==> config.mk <==
export PLATFORM = sky130hd
export DESIGN_NAME = bot_input_sequencer_flat
export DESIGN_NICKNAME = d
export VERILOG_FILES = /design/src/rtl/bot_input_sequencer_if.sv /design/src/rtl/bot_input_sequencer.sv /design/src/flat_wrapper.sv
export SDC_FILE = /design/constraint.sdc
export NUM_CORES = 1
export LEC_CHECK = 0
export CAP_MARGIN = 20
export CORE_MARGIN = 2
export CORE_UTILIZATION = 55
export CTS_CLUSTER_DIAMETER = 200
export DETAILED_ROUTE_END_ITERATION = 8
export PLACE_DENSITY = 0.82
export REMOVE_ABC_BUFFERS = 1
export SYNTH_ARGS = -nofsm -noshare
export SYNTH_HDL_FRONTEND = slang
export SYNTH_SLANG_ARGS = --single-unit
==> constraint.sdc <==
create_clock -name clk_game -period 7.35 [get_ports clk_game]
set_input_delay 1.47 -clock clk_game [delete_from_list [all_inputs] [get_ports clk_game]]
set_output_delay 1.47 -clock clk_game [all_outputs]
set_load 0.01 [all_outputs]
==> src/rtl/bot_input_sequencer_if.sv <==
// Signal bundle between the player-1 decode / bot control side (master) and the
// bot input sequencer (slave). Clock and reset stay outside as plain ports.
interface bot_input_sequencer_if;
  logic       enable;
  logic [1:0] mode;
  logic [1:0] difficulty;
  logic       p1_input_valid;
  logic       p1_left;
  logic       p1_right;
  logic       p1_attack;
  logic       bot_left;
  logic       bot_right;
  logic       bot_attack;
  logic       bot_busy;
  logic       trig_drop;
  logic [6:0] frame_value;

  modport master (
    output enable, mode, difficulty, p1_input_valid, p1_left, p1_right, p1_attack,
    input  bot_left, bot_right, bot_attack, bot_busy, trig_drop, frame_value
  );

  modport slave (
    input  enable, mode, difficulty, p1_input_valid, p1_left, p1_right, p1_attack,
    output bot_left, bot_right, bot_attack, bot_busy, trig_drop, frame_value
  );
endinterface

==> src/rtl/bot_input_sequencer.sv <==
// Bot opponent input generator: on each accepted player-1 event it picks an
// action from a frame sample, an LFSR sample or the mirrored player input,
// waits a difficulty-scaled reaction delay, drives the command for a hold time
// and then sits out a cooldown before listening again.
module bot_input_sequencer #(
  parameter int          FRAME_MOD   = 120,
  parameter int          DELAY_STEP  = 7,
  parameter int          HOLD_STEP   = 4,
  parameter int          REACT_DELAY = 10,
  parameter int          COOLDOWN    = 8,
  parameter logic [15:0] LFSR_SEED   = 16'hACE1
) (
  input logic                  clk_game,
  input logic                  reset_n,
  bot_input_sequencer_if.slave bus
);

  localparam logic [6:0]  FRAME_LAST    = 7'(FRAME_MOD - 1);
  localparam logic [7:0]  DELAY_STEP_B  = 8'(DELAY_STEP);
  localparam logic [7:0]  HOLD_STEP_B   = 8'(HOLD_STEP);
  localparam logic [7:0]  REACT_DELAY_B = 8'(REACT_DELAY);
  localparam logic [7:0]  COOLDOWN_LAST = 8'(COOLDOWN - 1);
  localparam bit          HAS_COOLDOWN  = (COOLDOWN != 0);
  localparam logic [15:0] LFSR_TAPS     = 16'hB400;
  localparam logic [1:0]  MODE_LFSR     = 2'd1;
  localparam logic [1:0]  MODE_MIRROR   = 2'd2;

  typedef enum logic [2:0] {
    S_IDLE,
    S_LOAD,
    S_DELAY,
    S_ACTION,
    S_COOLDOWN
  } state_e;

  state_e      state_q, state_d;
  logic [6:0]  frame_q, frame_d;
  logic [15:0] lfsr_q, lfsr_d;
  logic [1:0]  mode_q, mode_d;
  logic [1:0]  diff_q, diff_d;
  // Only sample bits 5:0 feed the code/select decode, so the upper bits are not kept.
  logic [5:0]  sample_q, sample_d;
  logic [2:0]  code_q, code_d;
  logic [7:0]  hold_q, hold_d;
  logic [7:0]  cnt_q, cnt_d;
  logic        left_q, left_d;
  logic        right_q, right_d;
  logic        attack_q, attack_d;
  logic        busy_q, busy_d;
  logic        drop_q, drop_d;

  logic [2:0]  sample_code;
  logic [2:0]  sample_sel;
  logic [7:0]  sel_delay;
  logic [7:0]  sel_hold;
  logic        code_ok;

  assign sample_code = {sample_q[5], sample_q[3], sample_q[1]};
  assign sample_sel  = {sample_q[4], sample_q[2], sample_q[0]};
  assign sel_delay   = (8'(sample_sel) * DELAY_STEP_B) >> diff_q;
  assign sel_hold    = HOLD_STEP_B * (8'(sample_sel) + 8'd1);
  assign code_ok     = code_q inside {3'b100, 3'b001, 3'b010, 3'b110, 3'b011};

  // Free-running frame counter and Galois LFSR, both paused/cleared by enable.
  always_comb begin
    // NOTE: every signal written here gets a default first so no path leaves it
    // unassigned; a missing default would infer a latch.
    frame_d = frame_q;
    lfsr_d  = lfsr_q;
    if (lfsr_q == '0) begin
      lfsr_d = LFSR_SEED;
    end else if (bus.enable) begin
      lfsr_d = (lfsr_q >> 1) ^ (lfsr_q[0] ? LFSR_TAPS : 16'h0000);
    end
    if (!bus.enable || frame_q == FRAME_LAST) begin
      frame_d = '0;
    end else begin
      frame_d = frame_q + 7'd1;
    end
  end

  // Sequencer next state: trigger latch, action decode, delay/hold/cooldown timing.
  always_comb begin
    state_d  = state_q;
    mode_d   = mode_q;
    diff_d   = diff_q;
    sample_d = sample_q;
    code_d   = code_q;
    hold_d   = hold_q;
    cnt_d    = cnt_q;
    left_d   = left_q;
    right_d  = right_q;
    attack_d = attack_q;
    drop_d   = bus.p1_input_valid && (state_q != S_IDLE);

    case (state_q)
      S_IDLE: begin
        {left_d, attack_d, right_d} = 3'b000;
        if (bus.p1_input_valid) begin
          mode_d = bus.mode;
          diff_d = bus.difficulty;
          case (bus.mode)
            MODE_LFSR:   sample_d = lfsr_q[5:0];
            MODE_MIRROR: sample_d = {3'b000, bus.p1_right, bus.p1_attack, bus.p1_left};
            default:     sample_d = frame_q[5:0];
          endcase
          state_d = S_LOAD;
        end
      end
      S_LOAD: begin
        if (mode_q == MODE_MIRROR) begin
          code_d = sample_q[2:0];
          cnt_d  = REACT_DELAY_B >> diff_q;
          hold_d = HOLD_STEP_B;
        end else begin
          code_d = sample_code;
          cnt_d  = sel_delay;
          hold_d = sel_hold;
        end
        // Anything with attack in it is a single-cycle press.
        if (code_d[1]) begin
          hold_d = 8'd1;
        end
        state_d = S_DELAY;
      end
      S_DELAY: begin
        if (!code_ok) begin
          state_d = HAS_COOLDOWN ? S_COOLDOWN : S_IDLE;
          cnt_d   = COOLDOWN_LAST;
        end else if (cnt_q == '0) begin
          state_d                     = S_ACTION;
          cnt_d                       = hold_q - 8'd1;
          {left_d, attack_d, right_d} = code_q;
        end else begin
          cnt_d = cnt_q - 8'd1;
        end
      end
      S_ACTION: begin
        if (cnt_q == '0) begin
          {left_d, attack_d, right_d} = 3'b000;
          state_d = HAS_COOLDOWN ? S_COOLDOWN : S_IDLE;
          cnt_d   = COOLDOWN_LAST;
        end else begin
          cnt_d = cnt_q - 8'd1;
        end
      end
      S_COOLDOWN: begin
        if (cnt_q == '0) begin
          state_d = S_IDLE;
        end else begin
          cnt_d = cnt_q - 8'd1;
        end
      end
      default: state_d = S_IDLE;
    endcase

    // Leaving bot mode abandons whatever was in flight.
    if (!bus.enable) begin
      state_d                     = S_IDLE;
      {left_d, attack_d, right_d} = 3'b000;
      drop_d                      = 1'b0;
    end
    busy_d = (state_d != S_IDLE);
  end

  // State and registered outputs; reset takes effect immediately.
  always_ff @(posedge clk_game or negedge reset_n) begin
    if (!reset_n) begin
      state_q  <= S_IDLE;
      frame_q  <= '0;
      lfsr_q   <= LFSR_SEED;
      mode_q   <= '0;
      diff_q   <= '0;
      sample_q <= '0;
      code_q   <= '0;
      hold_q   <= '0;
      cnt_q    <= '0;
      left_q   <= 1'b0;
      right_q  <= 1'b0;
      attack_q <= 1'b0;
      busy_q   <= 1'b0;
      drop_q   <= 1'b0;
    end else begin
      // NOTE: non-blocking assignments so every flop samples pre-edge values,
      // independent of statement order.
      state_q  <= state_d;
      frame_q  <= frame_d;
      lfsr_q   <= lfsr_d;
      mode_q   <= mode_d;
      diff_q   <= diff_d;
      sample_q <= sample_d;
      code_q   <= code_d;
      hold_q   <= hold_d;
      cnt_q    <= cnt_d;
      left_q   <= left_d;
      right_q  <= right_d;
      attack_q <= attack_d;
      busy_q   <= busy_d;
      drop_q   <= drop_d;
    end
  end

  assign bus.bot_left    = left_q;
  assign bus.bot_right   = right_q;
  assign bus.bot_attack  = attack_q;
  assign bus.bot_busy    = busy_q;
  assign bus.trig_drop   = drop_q;
  assign bus.frame_value = frame_q;

endmodule

==> src/flat_wrapper.sv <==
// flat-port wrapper written by rule: the top's interface ports become plain ports
module bot_input_sequencer_flat 
#(
  parameter int          FRAME_MOD   = 120,
  parameter int          DELAY_STEP  = 7,
  parameter int          HOLD_STEP   = 4,
  parameter int          REACT_DELAY = 10,
  parameter int          COOLDOWN    = 8,
  parameter logic [15:0] LFSR_SEED   = 16'hACE1
)
  (clk_game, reset_n, bus_enable, bus_mode, bus_difficulty, bus_p1_input_valid, bus_p1_left, bus_p1_right, bus_p1_attack, bus_bot_left, bus_bot_right, bus_bot_attack, bus_bot_busy, bus_trig_drop, bus_frame_value);
  bot_input_sequencer_if bus_i ();
  input logic clk_game;
  input logic reset_n;
  input wire logic [$bits(bus_i.enable)-1:0] bus_enable;
  input wire logic [$bits(bus_i.mode)-1:0] bus_mode;
  input wire logic [$bits(bus_i.difficulty)-1:0] bus_difficulty;
  input wire logic [$bits(bus_i.p1_input_valid)-1:0] bus_p1_input_valid;
  input wire logic [$bits(bus_i.p1_left)-1:0] bus_p1_left;
  input wire logic [$bits(bus_i.p1_right)-1:0] bus_p1_right;
  input wire logic [$bits(bus_i.p1_attack)-1:0] bus_p1_attack;
  output wire logic [$bits(bus_i.bot_left)-1:0] bus_bot_left;
  output wire logic [$bits(bus_i.bot_right)-1:0] bus_bot_right;
  output wire logic [$bits(bus_i.bot_attack)-1:0] bus_bot_attack;
  output wire logic [$bits(bus_i.bot_busy)-1:0] bus_bot_busy;
  output wire logic [$bits(bus_i.trig_drop)-1:0] bus_trig_drop;
  output wire logic [$bits(bus_i.frame_value)-1:0] bus_frame_value;
  assign bus_i.enable = bus_enable;
  assign bus_i.mode = bus_mode;
  assign bus_i.difficulty = bus_difficulty;
  assign bus_i.p1_input_valid = bus_p1_input_valid;
  assign bus_i.p1_left = bus_p1_left;
  assign bus_i.p1_right = bus_p1_right;
  assign bus_i.p1_attack = bus_p1_attack;
  assign bus_bot_left = bus_i.bot_left;
  assign bus_bot_right = bus_i.bot_right;
  assign bus_bot_attack = bus_i.bot_attack;
  assign bus_bot_busy = bus_i.bot_busy;
  assign bus_trig_drop = bus_i.trig_drop;
  assign bus_frame_value = bus_i.frame_value;
  bot_input_sequencer #(.FRAME_MOD(FRAME_MOD), .DELAY_STEP(DELAY_STEP), .HOLD_STEP(HOLD_STEP), .REACT_DELAY(REACT_DELAY), .COOLDOWN(COOLDOWN), .LFSR_SEED(LFSR_SEED)) u_core (.clk_game(clk_game), .reset_n(reset_n), .bus(bus_i));
endmodule
==> results of run 1 <==
==> worst min-delay path, stage by stage (launching register included) <==
cell and delay (ps):
dfrtp_1 370, nand2_1 50, o21ai_1 60
==> cell usage in the layout, fill, tap and decap left out, types with 4 or more instances in the layout <==
cell type        count
dfrtp_1             48
dfstp_2              8
clkbuf_8             5
xor2_1               4
nor2b_1              4
nand4_1              4
o21ai_0             12
mux2i_1             11
o21ai_1             15
mux2_1               8
a22oi_1              5
ha_1                12
and2_1               5
xnor2_1              9
clkdlybuf4s50_1     21
o211ai_1             4
a31oi_1              5
a21oi_1             15
inv_1               13
nor3_1               5
nor2_1              28
nor4_1               8
nand3_1             11
nand2b_1             4
nand2_1             41
==> per-stage QoR <==
step / utilization / instances / hold WS (ps) / setup slack, ps / power [mW]
2_1_floorplan: - / 341 / 455 / 4820 / 0.890
3_3_place_gp: 0.615 / 439 / 471 / 4030 / 1.00
3_5_place_dp: 0.615 / 439 / 477 / 3990 / 1.03
4_1_cts: 0.631 / 447 / 503 / 4330 / 1.21
5_1_grt: 0.636 / 448 / 548 / 4420 / 1.32
6_report: 0.636 / 448 / 507 / 4460 / 1.21
==> flip-flops by register name (all words and copies together), names as in the netlist, 2 cells and up <==
name and cells:
u_core.bus.frame_value 7, u_core.cnt_q 8, u_core.code_q 3, u_core.diff_q 2, u_core.hold_q 4, u_core.lfsr_q 16
u_core.mode_q 2, u_core.sample_q 6, u_core.state_q 3
==> per-layer routing <==
layer / vias to the layer above / share of wire
met5: - / 0
met4: 0 / 0.018
met3: 12 / 0.038
met2: 69 / 0.49
met1: 1331 / 0.45
li1: 1318 / -
==> layout make-up <==
type | instances | area, µm²
clock buffer | 5 | 68.8
timing repair buffer | 24 | 250
inverter | 15 | 56.3
multi-input combinational | 270 | 1880
fill | 489 | 2170
clock inverter | 3 | 25.0
sequential | 56 | 1410
tap | 75 | 93.8
==> report_power, final <==
part / internal (mW) / switching (mW)
logic: 0.217 / 0.255
registers: 0.420 / 0.139
clock network: 0.0698 / 0.112
total: 0.707 / 0.506
==> final timing paths <==
kind,start,to,cells past startpoint
worst min register to register,u_core.sample_q[5]$_DFFE_PN0P_,u_core.sample_q[5]$_DFFE_PN0P_,2
worst max-delay path,u_core.bus.frame_value[2]$_DFF_PN0_,bus_frame_value[2],1
worst max register to register,u_core.sample_q[0]$_DFFE_PN0P_,u_core.cnt_q[0]$_DFFE_PN0P_,7
min in group asynchronous,reset_n,u_core.state_q[0]$_DFF_PN0_,2
worst min-delay path,u_core.sample_q[5]$_DFFE_PN0P_,u_core.sample_q[5]$_DFFE_PN0P_,2
max in group asynchronous,reset_n,u_core.hold_q[3]$_DFFE_PN0P_,2
==> cells by family after synthesis <==
kind of cell               Yosys count  synth area share
xor gates and xnor gates            13            0.0333
adders and majority gates           15            0.0616
and+or+nand+nor                    135             0.213
buffers and inverters               29            0.0363
AOI/OAI and AO/OA                   86             0.174
DFF                                 56             0.413
muxes                               21            0.0685
==> impl_metrics.env, run 1 <==
export IMPL_grt_max_degree=57
export IMPL_io_buffer_count=22
export IMPL_synth_seq_area_share=0.413
export IMPL_coreArea_mm2=0.00596
export IMPL_min_period_over_period=0.393
export IMPL_fp_dieH_um=82.8
export IMPL_globalRouteOverflowTotal=0
export IMPL_rrSetupSlack_ps=4610
export IMPL_synth_area_mm2=0.00341
export IMPL_rsz0062_at_grt="false"
export IMPL_first_pass_iters=4
export IMPL_diodes=0
export IMPL_crit_type="reg2out"
export IMPL_synth_flop_cell="dfrtp_1"
export IMPL_ios=23
export IMPL_cts_sinks=56
export IMPL_drcViolationCount=0
export IMPL_synth_cell_types=76
export IMPL_busiest_layer="met2"
export IMPL_via_per_inst=6.09
export IMPL_hold_viol=0
export IMPL_grt_total_usage=0.242
export IMPL_first_global_vias=2683
export IMPL_path_cells="clkdlybuf4s50_1"
export IMPL_htreeDepth=2
export IMPL_cts_setup_buffers=0
export IMPL_root_buffer="clkbuf_8"
export IMPL_final_setup_tns_ps=0
export IMPL_synth_top_area_frac=0.352
export IMPL_met1_usage=0.310
export IMPL_synth_common_cells="dfrtp_1 (48), nand2_1 (41), nor2_1 (28)"
export IMPL_synth_area_per_cell_um2=9.62
export IMPL_p_leak_nw=1.67
export IMPL_num_vias=2730
export IMPL_max_stage_delay_ps=600
export IMPL_antenna_found_initial=0
export IMPL_clk_pin_slew_ps=110
export IMPL_setup_viol=0
export IMPL_die_area_mm2=0.00685
export IMPL_synth_warnings=0
export IMPL_yosysMostFrequentCell="dfrtp_1"
export IMPL_use_met3=0.0422
export IMPL_synth_seq_cells=56
export IMPL_slowest_stage="clkdlybuf4s50_1"
export IMPL_clk_path_buf_depth=2
export IMPL_hold_path_class="reg2reg"
export IMPL_drv_slew=0
export IMPL_p_per_area_mw_per_mm2=321
export IMPL_endpoint_kind="output port"
export IMPL_place_area_mm2=0.00366
export IMPL_grt_pass1_wl_mm=12.6
export IMPL_drt_iter0_drc=246
export IMPL_cp_start_kind="register"
export IMPL_fp_dieW_um=82.8
export IMPL_final_nets=398
export IMPL_tightest_slew_ps=715
export IMPL_finClkSkew_ps=7.74
export IMPL_synth_edf_count=0
export IMPL_synthCells=355
export IMPL_cp_top_family="buffers and inverters"
export IMPL_holdBufCountCts=0
export IMPL_use_met2=0.414
export IMPL_clock_latency_ps=320
export IMPL_rows=28
export IMPL_peakVddDrop_uv=185
export IMPL_synth_top_cell_by_area="dfrtp_1"
export IMPL_status="completed"
export IMPL_cts_resized=0
export IMPL_start_util=0.573
export IMPL_routedWlPerCell_um=16.4
export IMPL_cts_tree="yes"
export IMPL_gp_congestion=0.882
export IMPL_totalWireLength_mm=7.35
export IMPL_drv_cap=0
export IMPL_design_area_mm2=0.00378
export IMPL_cp_max_fo=6
export IMPL_yosys_top_cells_area="dfrtp_1 (35%), dfstp_2 (6.2%), nand2_1 (4.5%)"
export IMPL_numCtsBuffers=5
export IMPL_fmax_ghz=0.346
export IMPL_drive_gt1_frac=0.0992
export IMPL_critical_path_n_buffers_inverters=1
export IMPL_crit_required_ps=5880
export IMPL_ant_nets=0
export IMPL_relSlewSlack=0.523
export IMPL_cp_arrival_ps=1420
export IMPL_async_reset_ff_frac=1.00
export IMPL_period_minus_slack_ps=2890
export IMPL_areaGrowthSynthToFinish_pct=10.8
export IMPL_dp_hpwl_mm=5.20
Note: power is estimated with default switching activity, not from simulation.
==> run 2, diff against run 1 <==
==> constraint.sdc (replaced) <==
create_clock -name clk_game -period 2.75 [get_ports clk_game]
set_input_delay 0.55 -clock clk_game [delete_from_list [all_inputs] [get_ports clk_game]]
set_output_delay 0.55 -clock clk_game [all_outputs]
set_load 0.01 [all_outputs]
==> impl_metrics.env, run 2 (synthesized netlist as in run 1, its figures left out) <==
export IMPL_cp_start_kind="register"
export IMPL_most_common_layout_cells="dfrtp_1 (47), nand2_1 (41), nor2_1 (28), clkdlybuf4s50_1 (21)"
export IMPL_layout_commonest_cell="dfrtp_1"
export IMPL_start_util=0.573
export IMPL_drv_slew=0
export IMPL_max_stage_delay_ps=500
export IMPL_rows=28
export IMPL_finClkSkew_ps=9.19
export IMPL_fp_dieH_um=82.8
export IMPL_slowest_stage="fa_1"
export IMPL_min_period_over_period=0.958
export IMPL_first_global_vias=2696
export IMPL_root_buffer="clkbuf_8"
export IMPL_drive_gt1_frac=0.116
export IMPL_num_vias=2717
export IMPL_crit_type="reg2reg"
export IMPL_coreArea_mm2=0.00596
export IMPL_cp_top_family="adder cells"
export IMPL_clk_path_buf_depth=2
export IMPL_hold_viol=0
export IMPL_holdBufCountCts=0
export IMPL_critical_path_n_buffers_inverters=0
export IMPL_grt_pass1_wl_mm=12.4
export IMPL_crit_start="u_core.sample_q[4]$_DFFE_PN0P_"
export IMPL_status="completed"
export IMPL_final_nets=404
export IMPL_numCtsBuffers=5
export IMPL_drv_cap=0
export IMPL_ios=23
export IMPL_final_setup_tns_ps=0
export IMPL_r2r_start="u_core.sample_q[4]$_DFFE_PN0P_"
export IMPL_die_area_mm2=0.00685
export IMPL_dp_cells=446
export IMPL_cts_tree="yes"
export IMPL_cts_resized=0
export IMPL_period_minus_slack_ps=2640
export IMPL_fmax_ghz=0.379
export IMPL_cts_setup_buffers=0
export IMPL_areaGrowthSynthToFinish_pct=11.6
export IMPL_relSlewSlack=0.591
export IMPL_htreeDepth=2
export IMPL_path_cells="fa_1 -> ha_1 -> fa_1 -> nor2_1 -> mux4_2 -> o31ai_1 -> o22a_1"
export IMPL_first_pass_iters=4
export IMPL_drcViolationCount=0
export IMPL_peakVddDrop_uv=498
export IMPL_io_buffer_count=22
export IMPL_ant_nets=0
export IMPL_power_mw=3.26
export IMPL_p_per_area_mw_per_mm2=856
export IMPL_cts_sinks=56
export IMPL_clk_pin_slew_ps=110
export IMPL_clock_latency_ps=320
export IMPL_final_cells=454
export IMPL_diodes=0
export IMPL_setup_viol=0
export IMPL_fp_dieW_um=82.8
export IMPL_crit_required_ps=3010
export IMPL_routedWlPerCell_um=16.1
export IMPL_cp_common_cell="fa_1"
export IMPL_endpoint_kind="register"
export IMPL_hold_path_class="in2async"
export IMPL_largest_reg_flops=16
export IMPL_dp_hpwl_mm=5.37
export IMPL_tightest_slew_ps=610
export IMPL_drt_iter0_drc=163
export IMPL_totalWireLength_mm=7.29
export IMPL_cp_arrival_ps=2900
export IMPL_antenna_found_initial=0
export IMPL_regMostFlops="u_core.lfsr_q"
export IMPL_p_leak_nw=1.69
export IMPL_grt_max_degree=33
export IMPL_cp_max_fo=6
export IMPL_gp_congestion=0.911
export IMPL_grt_total_usage=0.237
export IMPL_via_per_inst=5.98
export IMPL_rsz0062_at_grt="false"
export IMPL_globalRouteOverflowTotal=0
## run 2: area by class of cell
| cell class | count | area (µm²) |
|---|---|---|
| Clock buffer | 5 | 68.8 |
| Timing Repair Buffer | 30 | 275 |
| Tap cell | 75 | 93.8 |
| Clock inverter | 3 | 25.0 |
| Inverter | 15 | 56.3 |
| Multi-Input combinational cell | 270 | 1880 |
| Fill cell | 502 | 2140 |
| Sequential cell | 56 | 1410 |
## run 2: metrics by stage
step | hold WS [ps] | cell area [µm²] | util | worst slack, ps
after floorplan | 254 | 3350 | - | 219
after global placement | 461 | 3720 | 0.624 | 253
after detailed placement | 465 | 3720 | 0.624 | 148
after CTS | 111 | 3810 | 0.640 | 130
after global routing | 119 | 3810 | 0.640 | 23.8
final | 104 | 3810 | 0.640 | 115
## run 2: worst register-to-register path, delay by kind of cell (launching register included)
kind / cells / cell delay [ps]
fa+ha+maj: 3 / 1160
compound gates: 2 / 460
mux: 1 / 450
flops: 1 / 470
simple gates: 1 / 60
## run 2: metal layers
| layer | share of wire | track usage | vias up | routed length [µm] |
|---|---|---|---|---|
| met1 | 0.45 | 0.297 | 1311 | 3250 |
| met5 | 0 | 0 | - | 0 |
| met3 | 0.034 | 0.0390 | 13 | 251 |
| li1 | - | - | 1324 | - |
| met2 | 0.50 | 0.409 | 69 | 3670 |
| met4 | 0.017 | 0.0967 | 0 | 121 |
## run 2: path summary, 6_finish.rpt
path | endpoint | slack [ps] | depth (start not counted)
hold reg to reg | u_core.sample_q[5]$_DFFE_PN0P_ | 500 | 2
min in group clk_game | u_core.sample_q[5]$_DFFE_PN0P_ | 500 | 2
setup reg to reg | u_core.cnt_q[0]$_DFFE_PN0P_ | 110 | 7
setup / recovery | u_core.cnt_q[0]$_DFFE_PN0P_ | 110 | 7
hold / removal | u_core.bus.trig_drop$_DFF_PN0_ | 100 | 1
max in group asynchronous | u_core.lfsr_q[0]$_DFFE_PN1P_ | 1940 | 2
## run 2: power breakdown
group	switching, mW	internal, mW	leakage (nW)	total [mW]
sequential	0.345	1.12	0.689	1.47
clock	0.293	0.186	0.0452	0.479
combinational	0.717	0.596	0.954	1.31
total	1.35	1.91	1.69	3.26
==> run 3, diff against run 2 <==
--- a/config.mk
+++ b/config.mk
@@ -8,7 +8,6 @@
 export CAP_MARGIN = 20
 export CORE_MARGIN = 2
 export CORE_UTILIZATION = 55
-export CTS_CLUSTER_DIAMETER = 200
 export DETAILED_ROUTE_END_ITERATION = 8
 export PLACE_DENSITY = 0.82
 export REMOVE_ABC_BUFFERS = 1
==> results of run 3 <==
No change in the layout: final DEF, timing and power equal those of run 2.
